`config.mk`:
```
export PLATFORM = sky130hd
export DESIGN_NAME = cmd_frame_tx
export DESIGN_NICKNAME = d
export VERILOG_FILES = /design/src/rtl/cmd_frame_tx.sv
export SDC_FILE = /design/constraint.sdc
export NUM_CORES = 1
export LEC_CHECK = 0
export BUFFER_PORTS_ARGS = -buffer_cell sky130_fd_sc_hd__buf_4
export CORE_UTILIZATION = 35
export DETAILED_ROUTE_END_ITERATION = 10
export PLACE_DENSITY = 0.57
export SLEW_MARGIN = 10
export SYNTH_ARGS = -nofsm -noshare
export SYNTH_HDL_FRONTEND = slang
export SYNTH_SLANG_ARGS = --single-unit
```
`constraint.sdc`:
```
create_clock -name clk -period 6.59 [get_ports clk]
set_input_delay 0 -clock clk [delete_from_list [all_inputs] [get_ports clk]]
set_output_delay 0 -clock clk [all_outputs]
set_load 0.01 [all_outputs]
```
`src/rtl/cmd_frame_tx.sv`:
```
// cmd_frame_tx
// Turns one decoded host command into a UART byte frame and shifts it out
// on a single serial line, with no gap between characters.
//
// Frames by command type:
//   0 RF write : AA, {0,addr}, data0
//   1 RF read  : BB, {0,addr}
//   2 ALU ops  : CC, data0, data1, {0,fun}
//   3 ALU only : DD, {0,fun}
// Each character is: start(0), data LSB first, [parity], stop(1).
//
// Ports:
//   clk, rst         clock, asynchronous active-high reset
//   cmd_type/addr/data0/data1/fun, cmd_vld, cmd_rdy   command handshake
//   baud_div         clock cycles per bit (0 and 1 are treated as 2)
//   par_en, par_type parity enable, 0=even 1=odd
//   tx_out           registered serial output, idle high
//   busy, frame_done frame in flight, one-cycle end-of-frame pulse
//
// Configuration macro: CMD_FRAME_TX_PARITY_EN
//   defined   : parity bit sent when par_en was high at acceptance
//   undefined : no parity logic, par_en/par_type ignored, 10-bit characters
module cmd_frame_tx #(
    parameter int DATA_WIDTH = 8,
    parameter int BAUD_W     = 16
) (
    input  logic                  clk,
    input  logic                  rst,
    input  logic [1:0]            cmd_type,
    input  logic [3:0]            cmd_addr,
    input  logic [DATA_WIDTH-1:0] cmd_data0,
    input  logic [DATA_WIDTH-1:0] cmd_data1,
    input  logic [3:0]            cmd_fun,
    input  logic                  cmd_vld,
    output logic                  cmd_rdy,
    input  logic [BAUD_W-1:0]     baud_div,
    input  logic                  par_en,
    input  logic                  par_type,
    output logic                  tx_out,
    output logic                  busy,
    output logic                  frame_done
);

    localparam int BI = (DATA_WIDTH > 1) ? $clog2(DATA_WIDTH) : 1;

    typedef enum logic [2:0] {
        S_IDLE,
        S_START,
        S_DATA,
`ifdef CMD_FRAME_TX_PARITY_EN
        S_PARITY,
`endif
        S_STOP
    } state_t;

    state_t                state, state_next;
    logic [BAUD_W-1:0]     baud_cnt;
    logic [BAUD_W-1:0]     lat_div;
    logic [BI-1:0]         bit_idx;
    logic [BI-1:0]         bit_sel;
    logic [1:0]            byte_idx;
    logic [1:0]            last_idx;
    logic [1:0]            lat_type;
    logic [3:0]            lat_addr;
    logic [3:0]            lat_fun;
    logic [DATA_WIDTH-1:0] lat_data0;
    logic [DATA_WIDTH-1:0] lat_data1;
    logic [DATA_WIDTH-1:0] cur_byte;
    logic [BAUD_W-1:0]     eff_div;
    logic                  baud_tc;
    logic                  last_bit;
    logic                  last_byte;
    logic                  tx_next;
    logic                  tx_q;
    logic                  done_q;

`ifdef CMD_FRAME_TX_PARITY_EN
    logic                  lat_par_en;
    logic                  lat_par_type;
`else
    logic                  unused_par;
    assign unused_par = par_en ^ par_type;
`endif

    assign eff_div   = (baud_div < BAUD_W'(2)) ? BAUD_W'(2) : baud_div;
    assign baud_tc   = (baud_cnt == lat_div - BAUD_W'(1));
    assign last_bit  = (bit_idx == BI'(DATA_WIDTH - 1));
    assign last_byte = (byte_idx == last_idx);

    assign cmd_rdy    = (state == S_IDLE);
    assign busy       = (state != S_IDLE);
    assign tx_out     = tx_q;
    assign frame_done = done_q;

    // Byte currently on the wire, selected from the latched command by
    // its position in the frame; also gives the index of the final byte.
    always_comb begin
        cur_byte = '0;
        last_idx = 2'd1;
        case (lat_type)
            2'd0: begin
                last_idx = 2'd2;
                case (byte_idx)
                    2'd0:    cur_byte = DATA_WIDTH'(8'hAA);
                    2'd1:    cur_byte = DATA_WIDTH'(lat_addr);
                    default: cur_byte = lat_data0;
                endcase
            end
            2'd1: begin
                last_idx = 2'd1;
                cur_byte = (byte_idx == 2'd0) ? DATA_WIDTH'(8'hBB) : DATA_WIDTH'(lat_addr);
            end
            2'd2: begin
                last_idx = 2'd3;
                case (byte_idx)
                    2'd0:    cur_byte = DATA_WIDTH'(8'hCC);
                    2'd1:    cur_byte = lat_data0;
                    2'd2:    cur_byte = lat_data1;
                    default: cur_byte = DATA_WIDTH'(lat_fun);
                endcase
            end
            default: begin
                last_idx = 2'd1;
                cur_byte = (byte_idx == 2'd0) ? DATA_WIDTH'(8'hDD) : DATA_WIDTH'(lat_fun);
            end
        endcase
    end

    // State register.
    always_ff @(posedge clk or posedge rst) begin
        if (rst) state <= S_IDLE;
        else     state <= state_next;
    end

    // Next state, plus the line level for the cycle after this edge so that
    // tx_out can be a plain flop and change exactly on bit boundaries.
    always_comb begin
        state_next = state;
        tx_next    = 1'b1;
        bit_sel    = (state == S_START) ? BI'(0) :
                     (baud_tc ? BI'(bit_idx + 1'b1) : bit_idx);
        case (state)
            S_IDLE:  if (cmd_vld) state_next = S_START;
            S_START: if (baud_tc) state_next = S_DATA;
            S_DATA: begin
                if (baud_tc && last_bit) begin
`ifdef CMD_FRAME_TX_PARITY_EN
                    state_next = lat_par_en ? S_PARITY : S_STOP;
`else
                    state_next = S_STOP;
`endif
                end
            end
`ifdef CMD_FRAME_TX_PARITY_EN
            S_PARITY: if (baud_tc) state_next = S_STOP;
`endif
            S_STOP: if (baud_tc) state_next = last_byte ? S_IDLE : S_START;
            default: state_next = S_IDLE;
        endcase
        case (state_next)
            S_START:  tx_next = 1'b0;
            S_DATA:   tx_next = cur_byte[bit_sel];
`ifdef CMD_FRAME_TX_PARITY_EN
            S_PARITY: tx_next = (^cur_byte) ^ lat_par_type;
`endif
            default:  tx_next = 1'b1;
        endcase
    end

    // Datapath: command latch at acceptance, baud/bit/byte counters, the
    // registered line and the end-of-frame pulse raised as STOP completes.
    always_ff @(posedge clk or posedge rst) begin
        if (rst) begin
            tx_q      <= 1'b1;
            done_q    <= 1'b0;
            baud_cnt  <= '0;
            bit_idx   <= '0;
            byte_idx  <= '0;
            lat_div   <= BAUD_W'(2);
            lat_type  <= '0;
            lat_addr  <= '0;
            lat_fun   <= '0;
            lat_data0 <= '0;
            lat_data1 <= '0;
`ifdef CMD_FRAME_TX_PARITY_EN
            lat_par_en   <= 1'b0;
            lat_par_type <= 1'b0;
`endif
        end else begin
            tx_q   <= tx_next;
            done_q <= 1'b0;
            if (state == S_IDLE) begin
                if (cmd_vld) begin
                    baud_cnt  <= '0;
                    bit_idx   <= '0;
                    byte_idx  <= '0;
                    lat_div   <= eff_div;
                    lat_type  <= cmd_type;
                    lat_addr  <= cmd_addr;
                    lat_fun   <= cmd_fun;
                    lat_data0 <= cmd_data0;
                    lat_data1 <= cmd_data1;
`ifdef CMD_FRAME_TX_PARITY_EN
                    lat_par_en   <= par_en;
                    lat_par_type <= par_type;
`endif
                end
            end else begin
                baud_cnt <= baud_tc ? '0 : baud_cnt + BAUD_W'(1);
                if (baud_tc && state == S_DATA)
                    bit_idx <= last_bit ? '0 : bit_idx + 1'b1;
                if (baud_tc && state == S_STOP) begin
                    if (last_byte) done_q   <= 1'b1;
                    else           byte_idx <= byte_idx + 2'd1;
                end
            end
        end
    end

endmodule
```
==> results of run 1 <==
## power by group through the flow
stage                     sequential, mW  combinational (mW)  clock [mW]
after floorplan                    0.528               0.244           0
after global placement             0.566               0.288           0
after detailed placement           0.567               0.295           0
after CTS                          0.560               0.318       0.447
after global routing               0.573               0.356       0.463
final                              0.562               0.316       0.435
## layout make-up
cell class | count | area [um^2]
fillers | 1113 | 6210
clock inverters | 2 | 10.0
repair buffers | 95 | 823
flip-flops and latches | 68 | 1700
inverters | 12 | 45.0
multi-input cells | 422 | 2390
clock buffers | 14 | 254
well taps | 143 | 179
## critical path: cells and delay by family (launching register included)
kind                       cells  cell delay (ns)
AOI/OAI and AO/OA              5             1.63
DFF                            1             0.45
xor gates and xnor gates       1             0.19
buffers and inverters          1             0.12
adders and majority gates      1             0.25
and+or+nand+nor                3             0.90
## synthesized netlist by cell type, types with 2 or more instances
master    instances  area, um^2
nand2_1         150         563
dfrtp_1          66        1650
o21ai_0          45         225
nor2_1           43         161
clkbuf_1         16        60.1
nand3_1          15        75.1
and3_1           13        81.3
inv_1            12        45.0
xnor2_1          12         105
nor3_1           11        55.1
xor2_1           11        96.3
a21oi_1           9        45.0
a31oi_1           8        50.1
ha_1              8         100
a22oi_1           6        45.0
mux2i_1           6        60.1
a211oi_1          5        37.5
buf_2             5        25.0
nand3b_1          5        37.5
mux2_2            4        45.0
nor2b_1           4        25.0
nand4_1           3        18.8
nand4b_1          3        26.3
nor4_1            3        18.8
o21a_1            3        22.5
o22ai_1           3        18.8
o32ai_1           3        26.3
a21o_1            2        15.0
a221oi_1          2        17.5
and2_1            2        12.5
buf_1             2        7.51
dfstp_2           2        52.6
nand2b_1          2        12.5
nor3b_1           2        15.0
nor4b_1           2        17.5
o31ai_1           2        15.0
or3_1             2        12.5
## cell families (layout without fill, tap and decap cells)
kind of cell	Yosys count	in the layout	synth area share
xor gates and xnor gates	24	24	0.0530
other	1	1	0.000887
and+or+nand+nor	272	272	0.296
DFF	68	68	0.403
muxes	10	10	0.0249
adders and majority gates	8	8	0.0237
AOI/OAI and AO/OA	107	107	0.166
buffers and inverters	35	123	0.0325
## metal layers
metal	up-vias	wire, um	GRT usage
met1	1869	5560	0.275
met2	89	4520	0.260
li1	1997	-	-
met4	0	171	0.0739
met3	12	425	0.0267
met5	-	0	0
## timing repair
action                                 CTS  global route
endpoints found under the hold margin  109             0
hold buffers                            44             0
setup buffers                            0             0
## path summary, 6_finish.rpt
path | to | slack [ns] | cells after the start
max in group asynchronous | baud_cnt[8]$_DFFE_PP0P_ | 5.52 | 4
max reg2reg | baud_cnt[10]$_DFFE_PP0P_ | 2.93 | 11
min | lat_data1[3]$_DFFE_PP0P_ | 0.39 | 4
min reg2reg | lat_addr[1]$_DFFE_PP0P_ | 0.48 | 2
min in group asynchronous | lat_div[3]$_DFFE_PP0P_ | 0.49 | 4
max | baud_cnt[10]$_DFFE_PP0P_ | 2.93 | 11
## layout by cell type, fill, tap and decap left out, drive strengths merged, types with 3 or more instances in the layout
master,instances
nand2,150
dfrtp,66
buf,51
o21ai,46
dlygate4sd3,44
nor2,43
nand3,15
and3,14
clkbuf,14
xnor2,12
inv,12
nor3,12
xor2,11
a21oi,9
a31oi,9
ha,8
mux2i,6
a22oi,6
nand3b,5
a211oi,5
nor4,5
nor2b,4
mux2,4
o22ai,3
nand4b,3
o32ai,3
nand4,3
o21a,3
## stage by stage
step                std cells  setup WS (ns)  area [um^2]   util
floorplan                 525           3.76         4230      -
global placement          696           3.03         4700  0.405
detailed placement        696           2.89         4700  0.405
CTS                       756           2.88         5400  0.465
global route              756           2.56         5400  0.465
finish                    756           2.93         5400  0.465
## registers in the layout, indices dropped and copies added (netlist names)
name,count
lat_data0,8
byte_idx,2
bit_idx,3
tx_out,1
lat_type,2
lat_fun,4
baud_cnt,16
lat_data1,8
lat_addr,4
frame_done,1
state,3
lat_div,16
==> flow_summary.json, run 1 <==
{
  "hold_class": "input pin to register",
  "fin_crit_sh": 0.555,
  "dieArea_mm2": 0.0125,
  "finalSetupViolations": 0,
  "grt_pass1_vias": 3672,
  "die_y_um": 112,
  "ys_async_sr_fraction": 1.00,
  "fin_total_pwr_mw": 1.31,
  "overflow": 0,
  "drt_iter0_drc": 295,
  "ant_nets": 0,
  "netlist_area_mm2": 0.00423,
  "r2r-start": "lat_div[0]$_DFFE_PP0P_",
  "crit_chain": "inv_1, ha_1, nor3b_1, nand3_1, xnor2_1, o22ai_1, o211ai_2, o21ai_1, nor2_1, o21ai_0, o21ai_0",
  "fin_worst_skew_ns": 0.00656,
  "drv_slew": 0,
  "cp.arrival_ns": 3.87,
  "p_leak_nw": 2.47,
  "violations": "design-rule violations",
  "pwr-share-seq": 0.428,
  "drv_cap": 0,
  "clock_path_buffers": 2,
  "synth_warnings": 0,
  "hold_slack_ns": 0.390,
  "tightest_slew_ns": 1.09,
  "clkLatencyLatePin_ns": 0.34,
  "layout.nets": 663,
  "slew_headroom": 0.267,
  "drive_above_1_share": 0.134,
  "status": "complete, but fails checks",
  "synthFlopType": "dfrtp_1",
  "endpoint_kind": "register",
  "synth-seq-cells": 68,
  "ys_seq_area_frac": 0.403,
  "cts.sinks": 68,
  "synth.distinct_cells": 70,
  "slowest_delay_ns": 0.91,
  "area_delta_synth_final_pct": 27.8,
  "antenna_found_initial": 0,
  "max_freq_ghz": 0.273,
  "track_usage": 0.183,
  "critPathLaunchType": "register",
  "gp_congestion": 0.820,
  "internal_power_mw": 0.898,
  "powerDensity_mw_per_mm2": 243,
  "cts_tree": "yes",
  "finalSetupTns_ns": 0,
  "worstSetupStartpoint": "lat_div[0]$_DFFE_PP0P_",
  "avgSynthCellArea_um2": 8.06,
  "vdd_ir_drop_max_mv": 0.127,
  "cts_buffers": 9,
  "ioPinCount": 51,
  "htreeDepth": 3,
  "power_frac_comb": 0.241,
  "numPortBuffers": 48,
  "routed-via-count": 3967,
  "crit_top_cell": "o21ai_0",
  "cpMaxStageDelayCell": "o21ai_1",
  "drc": 1,
  "vias_per_cell": 5.25,
  "switchingPower_mw": 0.415,
  "cts_resized": 0,
  "rsz0062_at_grt": "false",
  "crit_type": "register to register",
  "cp.required_ns": 6.80,
  "hpwl_um": 7360,
  "hp-start": "cmd_data1[3]",
  "start_util": 0.364,
  "syn-num-nets": 580,
  "synth_edf_count": 0,
  "cts_root_buf": "clkbuf_16",
  "cp_max_fo": 15,
  "grt_max_degree": 69,
  "drt-total-wl_um": 10700,
  "path_clk_slew_ns": 0.05,
  "drt-pass1-iter-count": 8,
  "num_antenna_cells": 0,
  "fp-row-count": 39,
  "fin_crit_ns": 3.66,
  "hold_viol": 0,
  "fp.dieW_um": 112,
  "p_clk_frac": 0.331,
  "core_area_mm2": 0.0116,
  "syn_inst": 525,
  "switching_share": 0.316,
  "wl_per_cell_um": 14.1,
  "grt_pass1_wl_um": 18400
}
No activity file was read; power rests on OpenSTA's default activity.
==> run 2: changes to the inputs <==
--- a/config.mk
+++ b/config.mk
@@ -5,10 +5,11 @@
 export SDC_FILE = /design/constraint.sdc
 export NUM_CORES = 1
 export LEC_CHECK = 0
+export ABC_AREA = 1
 export BUFFER_PORTS_ARGS = -buffer_cell sky130_fd_sc_hd__buf_4
 export CORE_UTILIZATION = 35
 export DETAILED_ROUTE_END_ITERATION = 10
-export PLACE_DENSITY = 0.57
+export PLACE_DENSITY = 0.58
 export SLEW_MARGIN = 10
 export SYNTH_ARGS = -nofsm -noshare
 export SYNTH_HDL_FRONTEND = slang
==> constraint.sdc (replaced) <==
create_clock -name clk -period 3 [get_ports clk]
set_input_delay 0 -clock clk [delete_from_list [all_inputs] [get_ports clk]]
set_output_delay 0 -clock clk [all_outputs]
set_load 0.01 [all_outputs]
==> run 2 against run 1 <==
Compared with the run above:
- the run now ends clean
- combinational power rose to 3.7 times the previous value
- sequential share of layout area shrank 1.3 points
- die area up 3.1%
- clock power rose by 130%
- synthesized cell count rose by 17%
- critical endpoint is now baud_cnt[13]$_DFFE_PP0P_
- largest power group unchanged
==> flow_summary.json, run 2 <==
{
  "yosysMostFrequentCell": "nand2_1",
  "layout_common_cells": "nand2_1, inv_1, dfrtp_1, buf_4, o21ai_0",
  "rsz0062_at_grt": "false",
  "hold_class": "input pin to register",
  "fp.dieW_um": 114,
  "multiInputGateArea_mm2": 0.00233,
  "cts.sinks": 68,
  "powerDensity_mw_per_mm2": 604,
  "use_met1": 0.292,
  "slew_headroom": 0.595,
  "netlist_area_mm2": 0.00436,
  "ant_nets": 0,
  "syn-num-nets": 671,
  "antenna_found_initial": 0,
  "drt_iter0_drc": 242,
  "fin_crit_ns": 2.72,
  "synth_area_leaders": "dfrtp_1, nand2_1, inv_1, o21ai_0, nand3_1",
  "core_area_mm2": 0.0121,
  "layout.cells.non_filler": 882,
  "htreeDepth": 3,
  "muxShareOfSynthArea": 0,
  "synthFlopType": "dfrtp_1",
  "synth.distinct_cells": 36,
  "synth_top_family_by_area": "simple AND/OR/NAND/NOR gates",
  "drt-pass1-iter-count": 5,
  "grt_max_degree": 66,
  "placed_area_mm2": 0.00492,
  "tightest_slew_ns": 0.606,
  "clkLatencyLatePin_ns": 0.34,
  "synth_edf_count": 0,
  "max_freq_ghz": 0.368,
  "synth_top_cell_by_area": "dfrtp_1",
  "fin_worst_skew_ns": 0.00979,
  "vias_per_cell": 4.80,
  "synth-seq-cells": 68,
  "syn_inst": 616,
  "drive_above_1_share": 0.140,
  "area_delta_synth_final_pct": 29.2,
  "drt-total-wl_um": 12000,
  "hold_viol": 0,
  "final_common_cell": "nand2_1",
  "grt.busiest_layer": "met2",
  "drc": 0,
  "synth.top_cell.area_share": 0.379,
  "regArea_mm2": 0.00170,
  "dieArea_mm2": 0.0129,
  "num_antenna_cells": 0,
  "dp.cells": 823,
  "cp.arrival_ns": 2.92,
  "synth-adder-area-share": 0.0229,
  "final_core_util": 0.467,
  "synth_compound_area_frac": 0.108,
  "ys_top_cells_by_count": "nand2_1, inv_1, dfrtp_1",
  "cp.required_ns": 3.20,
  "crit_type": "register to register",
  "met2_usage": 0.310,
  "final_area_mm2": 0.00564,
  "fin_total_pwr_mw": 3.40,
  "cts_tree": "yes",
  "wl_per_cell_um": 13.6,
  "status": "completed",
  "drv_cap": 0,
  "fp-row-count": 40,
  "finalSetupViolations": 0,
  "drv_slew": 0,
  "synth_warnings": 0,
  "synth_xor_area_frac": 0.0542,
  "routed-via-count": 4237,
  "layout.nets": 764,
  "largestRegisters": "baud_cnt: 16 flops, lat_div: 16 flops",
  "fin_crit_sh": 0.905,
  "numPortBuffers": 48,
  "p_leak_nw": 2.69,
  "path_clk_slew_ns": 0.06,
  "track_usage": 0.204,
  "grt_pass1_vias": 4241,
  "cts_root_buf": "clkbuf_16",
  "start_util": 0.362,
  "ys_async_sr_fraction": 1.00,
  "clock_path_buffers": 2,
  "critPathLaunchType": "register",
  "avgSynthCellArea_um2": 7.08,
  "yosys.area_share.simple": 0.345,
  "met3_usage": 0.0345,
  "die_y_um": 114,
  "endpoint_kind": "register",
  "overflow": 0,
  "hpwl_um": 8870,
  "ioPinCount": 51,
  "cp_max_fo": 12,
  "cts_buffers": 9,
  "gp_congestion": 0.883,
  "vdd_ir_drop_max_mv": 0.341,
  "ys_seq_area_frac": 0.391,
  "finalSetupTns_ns": 0,
  "nFillCells": 1207,
  "grt_pass1_wl_um": 20800
}
run 2: stage by stage:
step	hold slack (ns)	worst slack, ns
after detailed placement	0.124	0.206
after CTS	0.0370	0.157
after global routing	0.0558	0.0473
after global placement	0.111	0.322
final	0.0360	0.285
after floorplan	0.117	0.663
run 2: kinds of logic (layout without fill, tap and decap cells):
group                      after synthesis  in the layout
buffers and inverters                   90            188
DFF                                     68             68
and+or+nand+nor                        336            336
other                                    1              1
xor gates and xnor gates                27             27
AOI/OAI and AO/OA                       86             86
adders and majority gates                8              8
run 2: per-layer routing:
layer / vias to the layer above / share of wire
met1: 1964 / 0.51
met4: 0 / 0.014
met3: 11 / 0.031
met2: 73 / 0.45
met5: - / 0
li1: 2189 / -
run 2: layout make-up:
type,count,area share
clock buffer,9,0.0400
clock inverter,7,0.00933
inverter,76,0.0506
multi-input combinational,458,0.413
sequential,68,0.302
tap,168,0.0373
timing repair buffer,96,0.147
run 2: what timing repair did:
| action | 4_1_cts | 5_1_grt |
|---|---|---|
| endpoints found under the hold margin | 68 | 0 |
| buffers inserted | 0 | 0 |
| resized for setup | 0 | 1 |
| hold buffers | 43 | 0 |
| setup endpoints to repair | 0 | 12 |
run 2: worst max-delay path, cell delays in order, from the launching register on:
cell and delay [ns]:
dfstp_2 0.53, inv_1 0.06, ha_1 0.30, nor2_1 0.05
nor3b_1 0.35, o21ai_0 0.17, nor2_1 0.12, nand2_1 0.07
nor2_1 0.08, nand4_1 0.07, nor3_1 0.23, nand2_1 0.19
nand2_2 0.25, o22ai_1 0.12
run 2: power by group:
part / switching (mW) / leakage [nW] / internal, mW / total [mW]
clock: 0.430 / 0.136 / 0.563 / 0.993
sequential: 0.169 / 0.864 / 1.08 / 1.25
combinational: 0.713 / 1.69 / 0.448 / 1.16
total: 1.31 / 2.69 / 2.09 / 3.40
run 2: worst paths after layout:
kind                                     startpoint                  endpoint  slack [ns]  cells past startpoint
hold / removal                              cmd_vld   baud_cnt[1]$_DFFE_PP0P_        0.04                      4
hold reg to reg            lat_data1[4]$_DFFE_PP0P_  lat_data1[4]$_DFFE_PP0P_        0.48                      2
min in group asynchronous                       rst    lat_div[5]$_DFFE_PP0P_        0.29                      3
setup / recovery             lat_div[1]$_DFFE_PP1P_  baud_cnt[13]$_DFFE_PP0P_        0.28                     13
setup reg to reg             lat_div[1]$_DFFE_PP1P_  baud_cnt[13]$_DFFE_PP0P_        0.28                     13
max in group asynchronous                       rst          tx_out$_DFF_PP1_        1.93                      4
